--- config.mk ---
export PLATFORM = sky130hd
export DESIGN_NAME = keccak_hub
export DESIGN_NICKNAME = d
export VERILOG_FILES = /design/src/rtl/keccak_hub_pkg.sv /design/src/rtl/keccak_hub_ch_tracker.sv /design/src/rtl/keccak_hub.sv
export SDC_FILE = /design/constraint.sdc
export NUM_CORES = 1
export LEC_CHECK = 0
export ABC_AREA = 0
export ABC_CLOCK_PERIOD_IN_PS = 11400
export BUFFER_PORTS_ARGS = -buffer_cell sky130_fd_sc_hd__buf_2
export CORE_MARGIN = 2
export CORE_UTILIZATION = 57
export DETAILED_ROUTE_END_ITERATION = 8
export HOLD_SLACK_MARGIN = 0.12
export PLACE_DENSITY = 0.88
export SYNTH_ARGS = -nofsm -noshare
export SYNTH_HDL_FRONTEND = slang
export SYNTH_SLANG_ARGS = --single-unit
--- constraint.sdc ---
create_clock -name clk_i -period 11.4 [get_ports clk_i]
set_clock_uncertainty 0.2 [all_clocks]
set_input_delay 0.57 -clock clk_i [delete_from_list [all_inputs] [get_ports clk_i]]
set_output_delay 0.57 -clock clk_i [all_outputs]
set_load 0.03 [all_outputs]
--- src/rtl/keccak_hub_pkg.sv ---
// Shared types and constants for the Keccak accelerator hub: register-bus
// structs, hub register map, pending-bit layout and tracker states.
package keccak_hub_pkg;

  typedef struct packed {
    logic [31:0] addr;
    logic        write;
    logic [31:0] wdata;
    logic [3:0]  wstrb;
    logic        valid;
  } reg_req_t;

  typedef struct packed {
    logic [31:0] rdata;
    logic        error;
    logic        ready;
  } reg_rsp_t;

  localparam logic [7:0] HUB_OFF_PENDING = 8'h00;
  localparam logic [7:0] HUB_OFF_ENABLE  = 8'h04;
  localparam logic [7:0] HUB_OFF_BUSY    = 8'h08;
  localparam logic [7:0] HUB_OFF_TIMEOUT = 8'h0C;

  // Timeout pending bits live in the upper half of IRQ_PENDING.
  localparam int unsigned TO_PEND_BASE = 16;

  localparam logic [0:0] TRK_IDLE_C = 1'b0;
  localparam logic [0:0] TRK_BUSY_C = 1'b1;

  typedef enum logic [0:0] {
    TRK_IDLE = TRK_IDLE_C,
    TRK_BUSY = TRK_BUSY_C
  } trk_state_e;

  function automatic logic [31:0] strb_mask(input logic [3:0] strb);
    logic [31:0] m;
    for (int b = 0; b < 4; b++) begin
      m[b*8 +: 8] = {8{strb[b]}};
    end
    return m;
  endfunction

endpackage

--- src/rtl/keccak_hub_ch_tracker.sv ---
// Per-channel permutation tracker: watches starts, done pulses and an
// optional cycle timeout for one Keccak channel.
module keccak_hub_ch_tracker
  import keccak_hub_pkg::*;
(
  input  logic        clk_i,
  input  logic        rst_i,
  input  logic        start_i,
  input  logic        done_i,
  input  logic [31:0] timeout_cfg_i,
  output logic        busy_o,
  output logic        timeout_o
);

  trk_state_e  state_q, state_d;
  logic [31:0] cnt_q, cnt_d;
  logic        expire;

  assign expire = (state_q == TRK_BUSY) && (timeout_cfg_i != 32'd0) &&
                  (cnt_q == timeout_cfg_i - 32'd1);

  // A fresh start always wins; done outranks a coincident timeout.
  always_comb begin
    state_d   = state_q;
    cnt_d     = cnt_q;
    timeout_o = 1'b0;
    if (start_i) begin
      state_d = TRK_BUSY;
      cnt_d   = '0;
    end else if (state_q == TRK_BUSY) begin
      if (done_i) begin
        state_d = TRK_IDLE;
      end else if (expire) begin
        state_d   = TRK_IDLE;
        timeout_o = 1'b1;
      end else if (cnt_q != '1) begin
        cnt_d = cnt_q + 32'd1;
      end
    end
  end

  always_ff @(posedge clk_i) begin
    if (rst_i) begin
      state_q <= TRK_IDLE;
      cnt_q   <= '0;
    end else begin
      state_q <= state_d;
      cnt_q   <= cnt_d;
    end
  end

  assign busy_o = (state_q == TRK_BUSY);

endmodule

--- src/rtl/keccak_hub.sv ---
// Register-bus hub in front of NUM_CH Keccak channels: address-window fan-out,
// per-channel start/done/timeout tracking and an aggregated interrupt.
module keccak_hub
  import keccak_hub_pkg::*;
#(
  parameter int unsigned NUM_CH       = 2,
  parameter int unsigned CH_AW        = 12,
  parameter int unsigned START_OFFSET = 0,
  parameter int unsigned START_BIT    = 0
) (
  input  logic                  clk_i,
  input  logic                  rst_i,
  input  reg_req_t              reg_req_i,
  output reg_rsp_t              reg_rsp_o,
  output reg_req_t [NUM_CH-1:0] ch_reg_req_o,
  input  reg_rsp_t [NUM_CH-1:0] ch_reg_rsp_i,
  input  logic [NUM_CH-1:0]     ch_done_i,
  output logic                  irq_o
);

  localparam int unsigned SEL_W     = $clog2(NUM_CH + 1);
  localparam logic [31:0] CH_BITS   = 32'((33'd1 << NUM_CH) - 33'd1);
  localparam logic [31:0] PEND_MASK = CH_BITS | (CH_BITS << TO_PEND_BASE);

  logic [SEL_W-1:0]  sel;
  logic [CH_AW-1:0]  offs;
  logic              hub_sel, hub_hit, hub_we;
  logic [31:0]       wmask, hub_rdata, set_vec;
  logic [31:0]       pend_q, pend_d, en_q, en_d, cfg_q, cfg_d;
  logic              irq_q, irq_d;
  logic [NUM_CH-1:0] ch_start, ch_busy, ch_timeout;
  logic              unused_addr;

  assign sel         = reg_req_i.addr[CH_AW +: SEL_W];
  assign offs        = reg_req_i.addr[CH_AW-1:0];
  assign unused_addr = ^reg_req_i.addr;
  assign hub_sel     = (sel == SEL_W'(NUM_CH));
  assign wmask       = strb_mask(reg_req_i.wstrb);

  for (genvar gi = 0; gi < NUM_CH; gi++) begin : g_ch
    assign ch_reg_req_o[gi] = '{
      addr:  reg_req_i.addr,
      write: reg_req_i.write,
      wdata: reg_req_i.wdata,
      wstrb: reg_req_i.wstrb,
      valid: reg_req_i.valid && (sel == SEL_W'(gi))
    };

    // Only a write the channel actually accepted counts as a launch.
    assign ch_start[gi] = ch_reg_req_o[gi].valid && reg_req_i.write &&
                          ch_reg_rsp_i[gi].ready && !ch_reg_rsp_i[gi].error &&
                          (offs == CH_AW'(START_OFFSET)) &&
                          reg_req_i.wdata[START_BIT] && reg_req_i.wstrb[START_BIT/8];

    keccak_hub_ch_tracker u_tracker (
      .clk_i         (clk_i),
      .rst_i         (rst_i),
      .start_i       (ch_start[gi]),
      .done_i        (ch_done_i[gi]),
      .timeout_cfg_i (cfg_q),
      .busy_o        (ch_busy[gi]),
      .timeout_o     (ch_timeout[gi])
    );
  end

  always_comb begin
    set_vec = '0;
    for (int c = 0; c < NUM_CH; c++) begin
      set_vec[c]                = ch_done_i[c];
      set_vec[TO_PEND_BASE + c] = ch_timeout[c];
    end
  end

  always_comb begin
    hub_hit   = 1'b1;
    hub_rdata = '0;
    case (offs)
      CH_AW'(HUB_OFF_PENDING): hub_rdata = pend_q;
      CH_AW'(HUB_OFF_ENABLE):  hub_rdata = en_q;
      CH_AW'(HUB_OFF_BUSY):    hub_rdata = 32'(ch_busy);
      CH_AW'(HUB_OFF_TIMEOUT): hub_rdata = cfg_q;
      default:                 hub_hit   = 1'b0;
    endcase
  end

  always_comb begin
    reg_rsp_o = '{rdata: 32'd0, error: 1'b1, ready: 1'b1};
    if (hub_sel) begin
      reg_rsp_o.rdata = hub_hit ? hub_rdata : 32'd0;
      reg_rsp_o.error = !hub_hit;
    end
    for (int c = 0; c < NUM_CH; c++) begin
      if (sel == SEL_W'(c)) begin
        reg_rsp_o = ch_reg_rsp_i[c];
      end
    end
  end

  assign hub_we = reg_req_i.valid && reg_req_i.write && hub_sel && hub_hit;

  // Hardware sets are OR-ed in after the W1C so a coincident set survives.
  always_comb begin
    pend_d = pend_q;
    en_d   = en_q;
    cfg_d  = cfg_q;
    if (hub_we) begin
      case (offs)
        CH_AW'(HUB_OFF_PENDING): pend_d = pend_q & ~(reg_req_i.wdata & wmask);
        CH_AW'(HUB_OFF_ENABLE):  en_d   = (en_q & ~wmask) | (reg_req_i.wdata & wmask);
        CH_AW'(HUB_OFF_TIMEOUT): cfg_d  = (cfg_q & ~wmask) | (reg_req_i.wdata & wmask);
        default: ;
      endcase
    end
    pend_d = (pend_d | set_vec) & PEND_MASK;
  end

  assign irq_d = |(pend_q & en_q);

  always_ff @(posedge clk_i) begin
    if (rst_i) begin
      pend_q <= '0;
      en_q   <= '0;
      cfg_q  <= '0;
      irq_q  <= 1'b0;
    end else begin
      pend_q <= pend_d;
      en_q   <= en_d;
      cfg_q  <= cfg_d;
      irq_q  <= irq_d;
    end
  end

  assign irq_o = irq_q;

endmodule

# Word level (Yosys, flattened, before mapping)

Cells that the tools add are included.

Bits in registers: 135
Input port bits: 142
Output and inout port bits: 175
Word-level logic and storage cells: 93

Add/sub/neg operators: 3
Eq/ne operators: 9
Mux-type cells: 24
Bitwise gates (word level): 14
Reduce and logical (&&, ||, !) cells: 35

Operators with widths:

| kind                    | number |
|---|---|
| $pmux W32 S4            | 1 |
| $and A32 B32 Y32        | 3 |
| $mux W34                | 2 |
| $add A32 B1 Y32 const B | 2 |
| $eq A32 B32 Y1          | 2 |
| $ne A32 B32 Y1 const B  | 2 |
| $or A32 B32 Y32         | 2 |
| $mux W18                | 2 |
| $mux W33                | 1 |
| $and A18 B32 Y32        | 1 |
| $mux W32                | 1 |
| $not A32 Y32            | 1 |
| $reduce_bool A32 Y1     | 1 |
| $reduce_or A32 Y1       | 1 |
| $sub A32 B1 Y32 const B | 1 |
| $eq A12 B4 Y1 const B   | 2 |
| $logic_and A1 B1 Y1     | 21 |
| $and A18 B18 Y18        | 1 |
| $not A18 Y18            | 1 |
| $or A18 B18 Y18         | 1 |
| $mux W1                 | 17 |
| $eq A12 B3 Y1 const B   | 1 |
| $logic_not A12 Y1       | 1 |
| $reduce_and A4 Y1       | 2 |
| 8 further kinds         | 15 |

# Longest topological paths before layout

Gate-level depths: netlist (run 1).

Word-level depth: 10
Gate-level depth with buffers: 17

# By module

From an unflattened synthesis (run 1), not the netlist that was laid out.

Cell total of the unflattened synthesis: 1450
Area total of the unflattened synthesis: 11023.1 um^2

By module, submodules not included:

| module                                    | instances | cells each | area each (um^2) | seq. area each (um^2) |
|---|---|---|---|---|
| keccak_hub                                | 1         | 612        | 4843.4           | 1381.3 |
| keccak_hub_ch_tracker (g_ch[0].u_tracker) | 1         | 432        | 3126.7           | 660.6 |
| keccak_hub_ch_tracker (g_ch[1].u_tracker) | 1         | 406        | 3052.9           | 660.6 |

# Worst setup path before layout (run 1)

Ideal clock, no wire load.

Path type: register to register
From: register with a tool-made name
To: register g_ch[0].u_tracker.cnt_q[1]
Library setup time: 0.128 ns
Arrival time: 3.353 ns
Required time: 11.072 ns
Setup slack: 7.720 ns
Stages on the path, launching flop included: 18
Buffers on the path: 5
Cells stage by stage: dfxtp_1 -> clkbuf_1 -> inv_1 -> ha_1 -> buf_2 -> or3b_2 -> clkbuf_1 -> or3_1 -> a31oi_1 -> o211ai_1 -> nor4_1 -> nand4_1 -> nand4bb_2 -> nand2_2 -> buf_4 -> buf_4 -> mux2i_1 -> nor2_1

RTL lines:

| what                   | line                        | RTL |
|---|---|---|
| end signal: assignment | keccak_hub_ch_tracker.sv:48 | `cnt_q <= cnt_d;` |
| end: declaration       | keccak_hub_ch_tracker.sv:16 | `logic [31:0] cnt_q, cnt_d;` |

==> metrics.yaml, run 1 <==
run_status:
  run_status: "complete, no violations"
timing:
  setup_ws_ps: 6750
  max_fclk_mhz: 215
  finalCriticalPeriod_ps: 4650
  rsz_0062_raised_after_global_routing: "false"
  final_max_slew_viol_count: 0
  max_slew_margin: 0.207
  setup_viol: 0
  max_slew.worst_pin.slew_ps: 1190
  final_hold_violation_count: 0
  layout_worst_path_cycle_share: 0.408
  total_neg_setup_slack_ps: 0
worst_setup_path:
  worst-endpoint-required_ps: 11500
  arrival_ps: 4750
  timing.setup.critical_path_class: "reg2reg"
  regToRegSetupSlack_ps: 6750
  endpoint_kind: "flip-flop"
  crit_path_max_fanout: 30
  cp-start-kind: "flip-flop"
detailed_routing:
  drtPass1Iterations: 6
  postRouteWirelength_um: 32400
  drc: 0
  drt.antenna.violating_nets: 0
  vias: 10374
  drt_iter0_drc: 1107
  via_per_inst: 6.29
  wire_per_inst_um: 19.7
placed_design:
  io_buffers: 262
  numPlacedInstances: 1614
  place_ws_ps: 6840
  hpwl_um: 24600
  globalplace.congestion: 0.961
clocking:
  holdBufCountCts: 0
  cts-buffers-inserted: 17
  cts-root-buf: "sky130_fd_sc_hd__clkbuf_16"
  cts-resized-gates: 0
  clk_transition_reported_paths_ps: 60
  worstSkewPairLatency_ps: 440
  cts_tree: "done"
  clock-sinks: 135
  maximum_level_of_the_cts_h_tree: 4
  postCtsSetupBuffers: 0
  cts_max_path_buffers: 2
floorplan:
  fp.coreArea_um2: 17400
  chipWidth_um: 138
  dieArea_um2: 18900
  num_io_pins: 317
  floorplan_die_height_um: 138
  placement_rows: 48
  start_util: 0.585
global_routing:
  grt_pass1_wl_um: 48800
  grt_use_total: 0.336
  pin_count_of_the_biggest_net_entering_global_routing: 81
  grt_overflow: 0
  first_global_vias: 8947
  antenna_found_initial: 3
logic_synthesis:
  yosysUniqueCellTypes: 82
  syn-cell-area_um2: 10200
  post_synth_inst_count: 1360
  syn-mean-instance-area_um2: 7.47
  yosys_most_used_dff: "sky130_fd_sc_hd__dfxtp_1"
  sequential_element_share_of_the_synthesized_area: 0.266
  ys.warnings.count: 0
  synth_fp_nets: 1506
  number_of_flops_mapped_to_enable_cells_by_yosys: 0
  register_bit_count_reported_by_yosys: 135
  asyncSetResetFlopFracSynth: 0
layout:
  finish.utilization: 0.631
  seqCellArea_um2: 2700
  n_fill_cell: 1454
  nNetsFinal: 1554
  p_r_area_growth_vs_syn_pct: 7.85
  post_layout_nonfiller_instances: 1648
  multi_input_gate_area_um2: 5930
  drive_above_1_share: 0.232
power:
  power.ir.vdd_worst_uv: 133
  design_power_total_uw: 1190
  power.density_cell_area_nw_per_um2: 109
  cellLeakagePower_uw: 0.00427
run:
  drv_cap: 0
worst_hold_path:
  min-delay-start: "reg_req_i[30]"
  hold_class: "in2reg"
-- area by class of cell --
class,instances,area share
antenna,3,0.000685
clock buffer,19,0.0413
clock inverter,12,0.0130
inverter,18,0.00617
multi-input combinational,966,0.541
sequential,135,0.247
tap,225,0.0257
timing repair buffer,270,0.125
-- kinds of logic after synthesis --
| group | share of synthesized area |
|---|---|
| and+or+nand+nor | 0.289 |
| AOI/OAI and AO/OA | 0.167 |
| buffers and inverters | 0.151 |
| DFF | 0.266 |
| xor gates and xnor gates | 0.104 |
| muxes | 0.0193 |
| adders and majority gates | 0.00493 |
-- per-stage QoR --
stage               cell area [µm²]  hold WS, ps
finish                        11000          201
global route                  11000          208
CTS                           10900          194
detailed placement            10400          243
global placement              10400          237
floorplan                     10200          232
-- worst paths after layout --
kind | cells after the start | end
setup / recovery | 10 | g_ch[1].u_tracker.cnt_q[0]$_SDFFE_PP0P_
hold / removal | 3 | flip-flop
setup reg to reg | 10 | g_ch[1].u_tracker.cnt_q[0]$_SDFFE_PP0P_
hold reg to reg | 2 | flip-flop
-- cell usage after synthesis, types with 6 or more instances --
cell	count	area (µm²)
sky130_fd_sc_hd__and3_1	21	131
sky130_fd_sc_hd__nand3b_1	8	60.1
sky130_fd_sc_hd__nand3_1	54	270
sky130_fd_sc_hd__nor3_1	32	160
sky130_fd_sc_hd__a21oi_1	99	495
sky130_fd_sc_hd__dfxtp_1	135	2700
sky130_fd_sc_hd__and2_1	16	100
sky130_fd_sc_hd__a31oi_1	7	43.8
sky130_fd_sc_hd__and4_1	9	78.8
sky130_fd_sc_hd__xor2_1	34	298
sky130_fd_sc_hd__buf_2	11	55.1
sky130_fd_sc_hd__nand4_1	34	213
sky130_fd_sc_hd__nor4_1	26	163
sky130_fd_sc_hd__inv_1	18	67.6
sky130_fd_sc_hd__mux2i_1	14	140
sky130_fd_sc_hd__or3_1	23	144
sky130_fd_sc_hd__o22ai_1	30	188
sky130_fd_sc_hd__xnor2_1	74	648
sky130_fd_sc_hd__clkbuf_1	81	304
sky130_fd_sc_hd__nor2b_1	11	68.8
sky130_fd_sc_hd__o21a_1	26	195
sky130_fd_sc_hd__nand2_1	172	646
sky130_fd_sc_hd__buf_4	141	1060
sky130_fd_sc_hd__o21ai_0	30	150
sky130_fd_sc_hd__or2_2	7	43.8
sky130_fd_sc_hd__nor2_1	106	398
sky130_fd_sc_hd__nand2b_1	6	37.5
sky130_fd_sc_hd__a22oi_1	31	233
-- cell usage in the layout (no fill, tap or decap), types with 4 or more instances in the layout --
cell type and n:
sky130_fd_sc_hd__a211oi_1 4, sky130_fd_sc_hd__a21oi_1 99, sky130_fd_sc_hd__a22oi_1 31, sky130_fd_sc_hd__a31oi_1 7, sky130_fd_sc_hd__and2_1 16, sky130_fd_sc_hd__and3_1 21, sky130_fd_sc_hd__and4_1 9, sky130_fd_sc_hd__buf_2 262
sky130_fd_sc_hd__buf_4 8, sky130_fd_sc_hd__clkbuf_16 17, sky130_fd_sc_hd__dfxtp_1 135, sky130_fd_sc_hd__ha_1 4, sky130_fd_sc_hd__inv_1 18, sky130_fd_sc_hd__inv_6 4, sky130_fd_sc_hd__mux2i_1 14, sky130_fd_sc_hd__nand2_1 172
sky130_fd_sc_hd__nand2b_1 6, sky130_fd_sc_hd__nand3_1 54, sky130_fd_sc_hd__nand3b_1 8, sky130_fd_sc_hd__nand4_1 34, sky130_fd_sc_hd__nor2_1 106, sky130_fd_sc_hd__nor2b_1 11, sky130_fd_sc_hd__nor3_1 32, sky130_fd_sc_hd__nor4_1 26
sky130_fd_sc_hd__nor4_4 4, sky130_fd_sc_hd__nor4b_1 4, sky130_fd_sc_hd__o21a_1 26, sky130_fd_sc_hd__o21ai_0 30, sky130_fd_sc_hd__o22ai_1 30, sky130_fd_sc_hd__o41ai_1 4, sky130_fd_sc_hd__or2_2 7, sky130_fd_sc_hd__or3_1 23
sky130_fd_sc_hd__or4_1 5, sky130_fd_sc_hd__xnor2_1 74, sky130_fd_sc_hd__xnor3_1 4, sky130_fd_sc_hd__xor2_1 34
-- routing by layer --
metal  vias up  global-route usage  part of all wire
li1       4755                   -                 -
met1      4799               0.458              0.40
met2       723               0.504              0.44
met3        95              0.0780              0.11
met4         2               0.151             0.041
met5         -                   0           0.00040
-- report_power, final --
group / leakage (µW) / switching [µW] / internal [µW]
clock: 0.000297 / 224 / 336
sequential: 0.00109 / 0.400 / 472
combinational: 0.00289 / 114 / 46.0
total: 0.00427 / 338 / 855
-- critical path: stages, from the launching register on --
cell                        delay (ps)
sky130_fd_sc_hd__dfxtp_1           440
sky130_fd_sc_hd__nor3_2            720
sky130_fd_sc_hd__nand4_4           360
sky130_fd_sc_hd__or4_1             710
sky130_fd_sc_hd__xnor2_1           270
sky130_fd_sc_hd__o2111ai_1         130
sky130_fd_sc_hd__nor4_1            260
sky130_fd_sc_hd__and4_1            910
sky130_fd_sc_hd__or2_2             300
sky130_fd_sc_hd__xor2_1            160
sky130_fd_sc_hd__nor2_1             50
Power figures use the tool's default switching activity.
==> run 2: changes to the inputs <==
- ABC_CLOCK_PERIOD_IN_PS: 11400 -> 4500
- CORE_UTILIZATION: 57 -> 53
- PLACE_DENSITY: 0.88 -> 0.82
- clock period: 11.4 -> 4.5 ns (I/O delays scaled with it)
==> run 2 against run 1 <==
Net effect:
- clock-buffer cell count fell by 2
- first-iteration DRC count grew 8.3%
- utilization decreased by 1.1 points
- critical path depth increased by 1
- clock power rose by 150%
- worst hold slack gained 49 ps
- largest cell class unchanged
==> metrics.yaml, run 2 (synthesis gave the netlist of run 1 again) <==
run_status:
  run_status: "complete, no violations"
layout:
  p_r_area_growth_vs_syn_pct: 14.5
  finish.utilization: 0.620
  multi_input_gate_area_um2: 5940
  n_fill_cell: 1616
  commonest_cells_after_routing_fill_and_taps_aside: "sky130_fd_sc_hd__buf_2 (262), sky130_fd_sc_hd__nand2_1 (172), sky130_fd_sc_hd__dfxtp_1 (135)"
  drive_above_1_share: 0.240
  final_common_cell: "sky130_fd_sc_hd__buf_2"
  nNetsFinal: 1628
  seqCellArea_um2: 2700
clocking:
  postCtsSetupBuffers: 0
  worstSkewPairLatency_ps: 440
  clk_transition_reported_paths_ps: 70
  cts-root-buf: "sky130_fd_sc_hd__clkbuf_16"
  clock-sinks: 135
  cts_tree: "done"
  cts-buffers-inserted: 17
  cts_max_path_buffers: 2
  maximum_level_of_the_cts_h_tree: 4
global_routing:
  grt_pass1_wl_um: 53100
  antenna_found_initial: 1
  first_global_vias: 9682
  pin_count_of_the_biggest_net_entering_global_routing: 53
  grt_use_total: 0.333
  grt_overflow: 0
floorplan:
  floorplan_die_height_um: 142
  fp.coreArea_um2: 18800
  start_util: 0.541
  placement_rows: 50
  num_io_pins: 317
  chipWidth_um: 142
  dieArea_um2: 20300
timing:
  finalCriticalPeriod_ps: 4200
  max_slew_margin: 0.226
  setup_ws_ps: 300
  setup_viol: 0
  max_fclk_mhz: 238
  total_neg_setup_slack_ps: 0
  layout_worst_path_cycle_share: 0.933
  final_max_slew_viol_count: 0
  rsz_0062_raised_after_global_routing: "false"
  final_hold_violation_count: 0
  max_slew.worst_pin.slew_ps: 1160
  fin_worst_hold_slack_ps: 250
worst_setup_path:
  crit_path_max_fanout: 14
  timing.setup.critical_path_class: "reg2reg"
  arrival_ps: 4290
  cp-start-kind: "flip-flop"
  regToRegSetupSlack_ps: 300
  worst-endpoint-required_ps: 4590
  endpoint_kind: "flip-flop"
detailed_routing:
  vias: 10654
  drt_iter0_drc: 1199
  postRouteWirelength_um: 34500
  wire_per_inst_um: 19.9
  drc: 0
  drtPass1Iterations: 6
  drt.antenna.violating_nets: 0
  via_per_inst: 6.16
power:
  power.share.clock: 0.458
  netSwitchingFraction: 0.313
  comb_power_share: 0.146
  power.density_cell_area_nw_per_um2: 259
  seq_power_share: 0.396
  internal_power_uw: 2070
  switching_power_of_the_nets_uw: 943
  design_power_total_uw: 3020
  cellLeakagePower_uw: 0.00461
  power.ir.vdd_worst_uv: 274
worst_hold_path:
  min-delay-start: "reg_req_i[53]"
  hold_class: "in2out"
placed_design:
  hpwl_um: 25900
  globalplace.congestion: 0.987
  place_ws_ps: 287
  io_buffers: 262
run:
  drv_cap: 0
==> run 2: changes by cell type in the layout (fill, tap and decap cells not counted), sizes merged <==
cell / change
clkbuf: -2
diode: -2
clkinvlp: +2
dlygate4sd3: +46
inv: +3
buf: +28
bufinv: -2
==> run 2: worst paths after layout <==
| path | end | depth (start not counted) |
|---|---|---|
| worst max-delay path | g_ch[1].u_tracker.cnt_q[19]$_SDFFE_PP0P_ | 11 |
| worst min-delay path | ch_reg_req_o[123] | 0 |
| worst max register to register | g_ch[1].u_tracker.cnt_q[19]$_SDFFE_PP0P_ | 11 |
| worst min register to register | flip-flop | 2 |
==> run 2: critical path, cell delays in order, from the launching register on <==
cell and delay, ps:
sky130_fd_sc_hd__dfxtp_1 410, sky130_fd_sc_hd__nor4_1 630, sky130_fd_sc_hd__nand3_1 310, sky130_fd_sc_hd__or4_1 620, sky130_fd_sc_hd__xnor2_1 260, sky130_fd_sc_hd__o2111ai_1 130, sky130_fd_sc_hd__nor4_1 320, sky130_fd_sc_hd__and4_1 590
sky130_fd_sc_hd__buf_4 260, sky130_fd_sc_hd__nor3_1 70, sky130_fd_sc_hd__xnor2_1 200, sky130_fd_sc_hd__nor2_1 60
==> run 2: area by class of cell <==
cell class,instances,area share
multi-input cells,966,0.511
flip-flops and latches,135,0.232
repair buffers,344,0.176
clock buffers,17,0.0366
well taps,234,0.0252
clock inverters,15,0.0136
inverters,18,0.00581
diodes,1,0.000215
==> run 2: layer usage <==
layer,global-route usage,wire length (µm)
met5,0,0
met4,0.146,1420
met3,0.0707,3750
met2,0.525,15500
met1,0.441,13800
==> run 2: per-stage QoR <==
step | instances | instance area, µm²
floorplan | 1360 | 10200
global placement | 1651 | 10600
detailed placement | 1651 | 10600
CTS | 1729 | 11600
global route | 1730 | 11600
finish | 1730 | 11600
==> run 2: timing repair <==
| item | 4_1_cts | 5_1_grt |
|---|---|---|
| hold buffers | 46 | 0 |
| hold endpoints to repair | 71 | 0 |
| resized for setup | 0 | 2 |
| endpoints found under the setup margin | 0 | 18 |
==> run 2: power by group through the flow <==
stage,sequential [µW],combinational [µW],clock [µW]
floorplan,1220,354,0
global placement,1220,399,0
detailed placement,1220,400,0
CTS,1200,430,1380
global route,1200,456,1430
finish,1200,440,1380
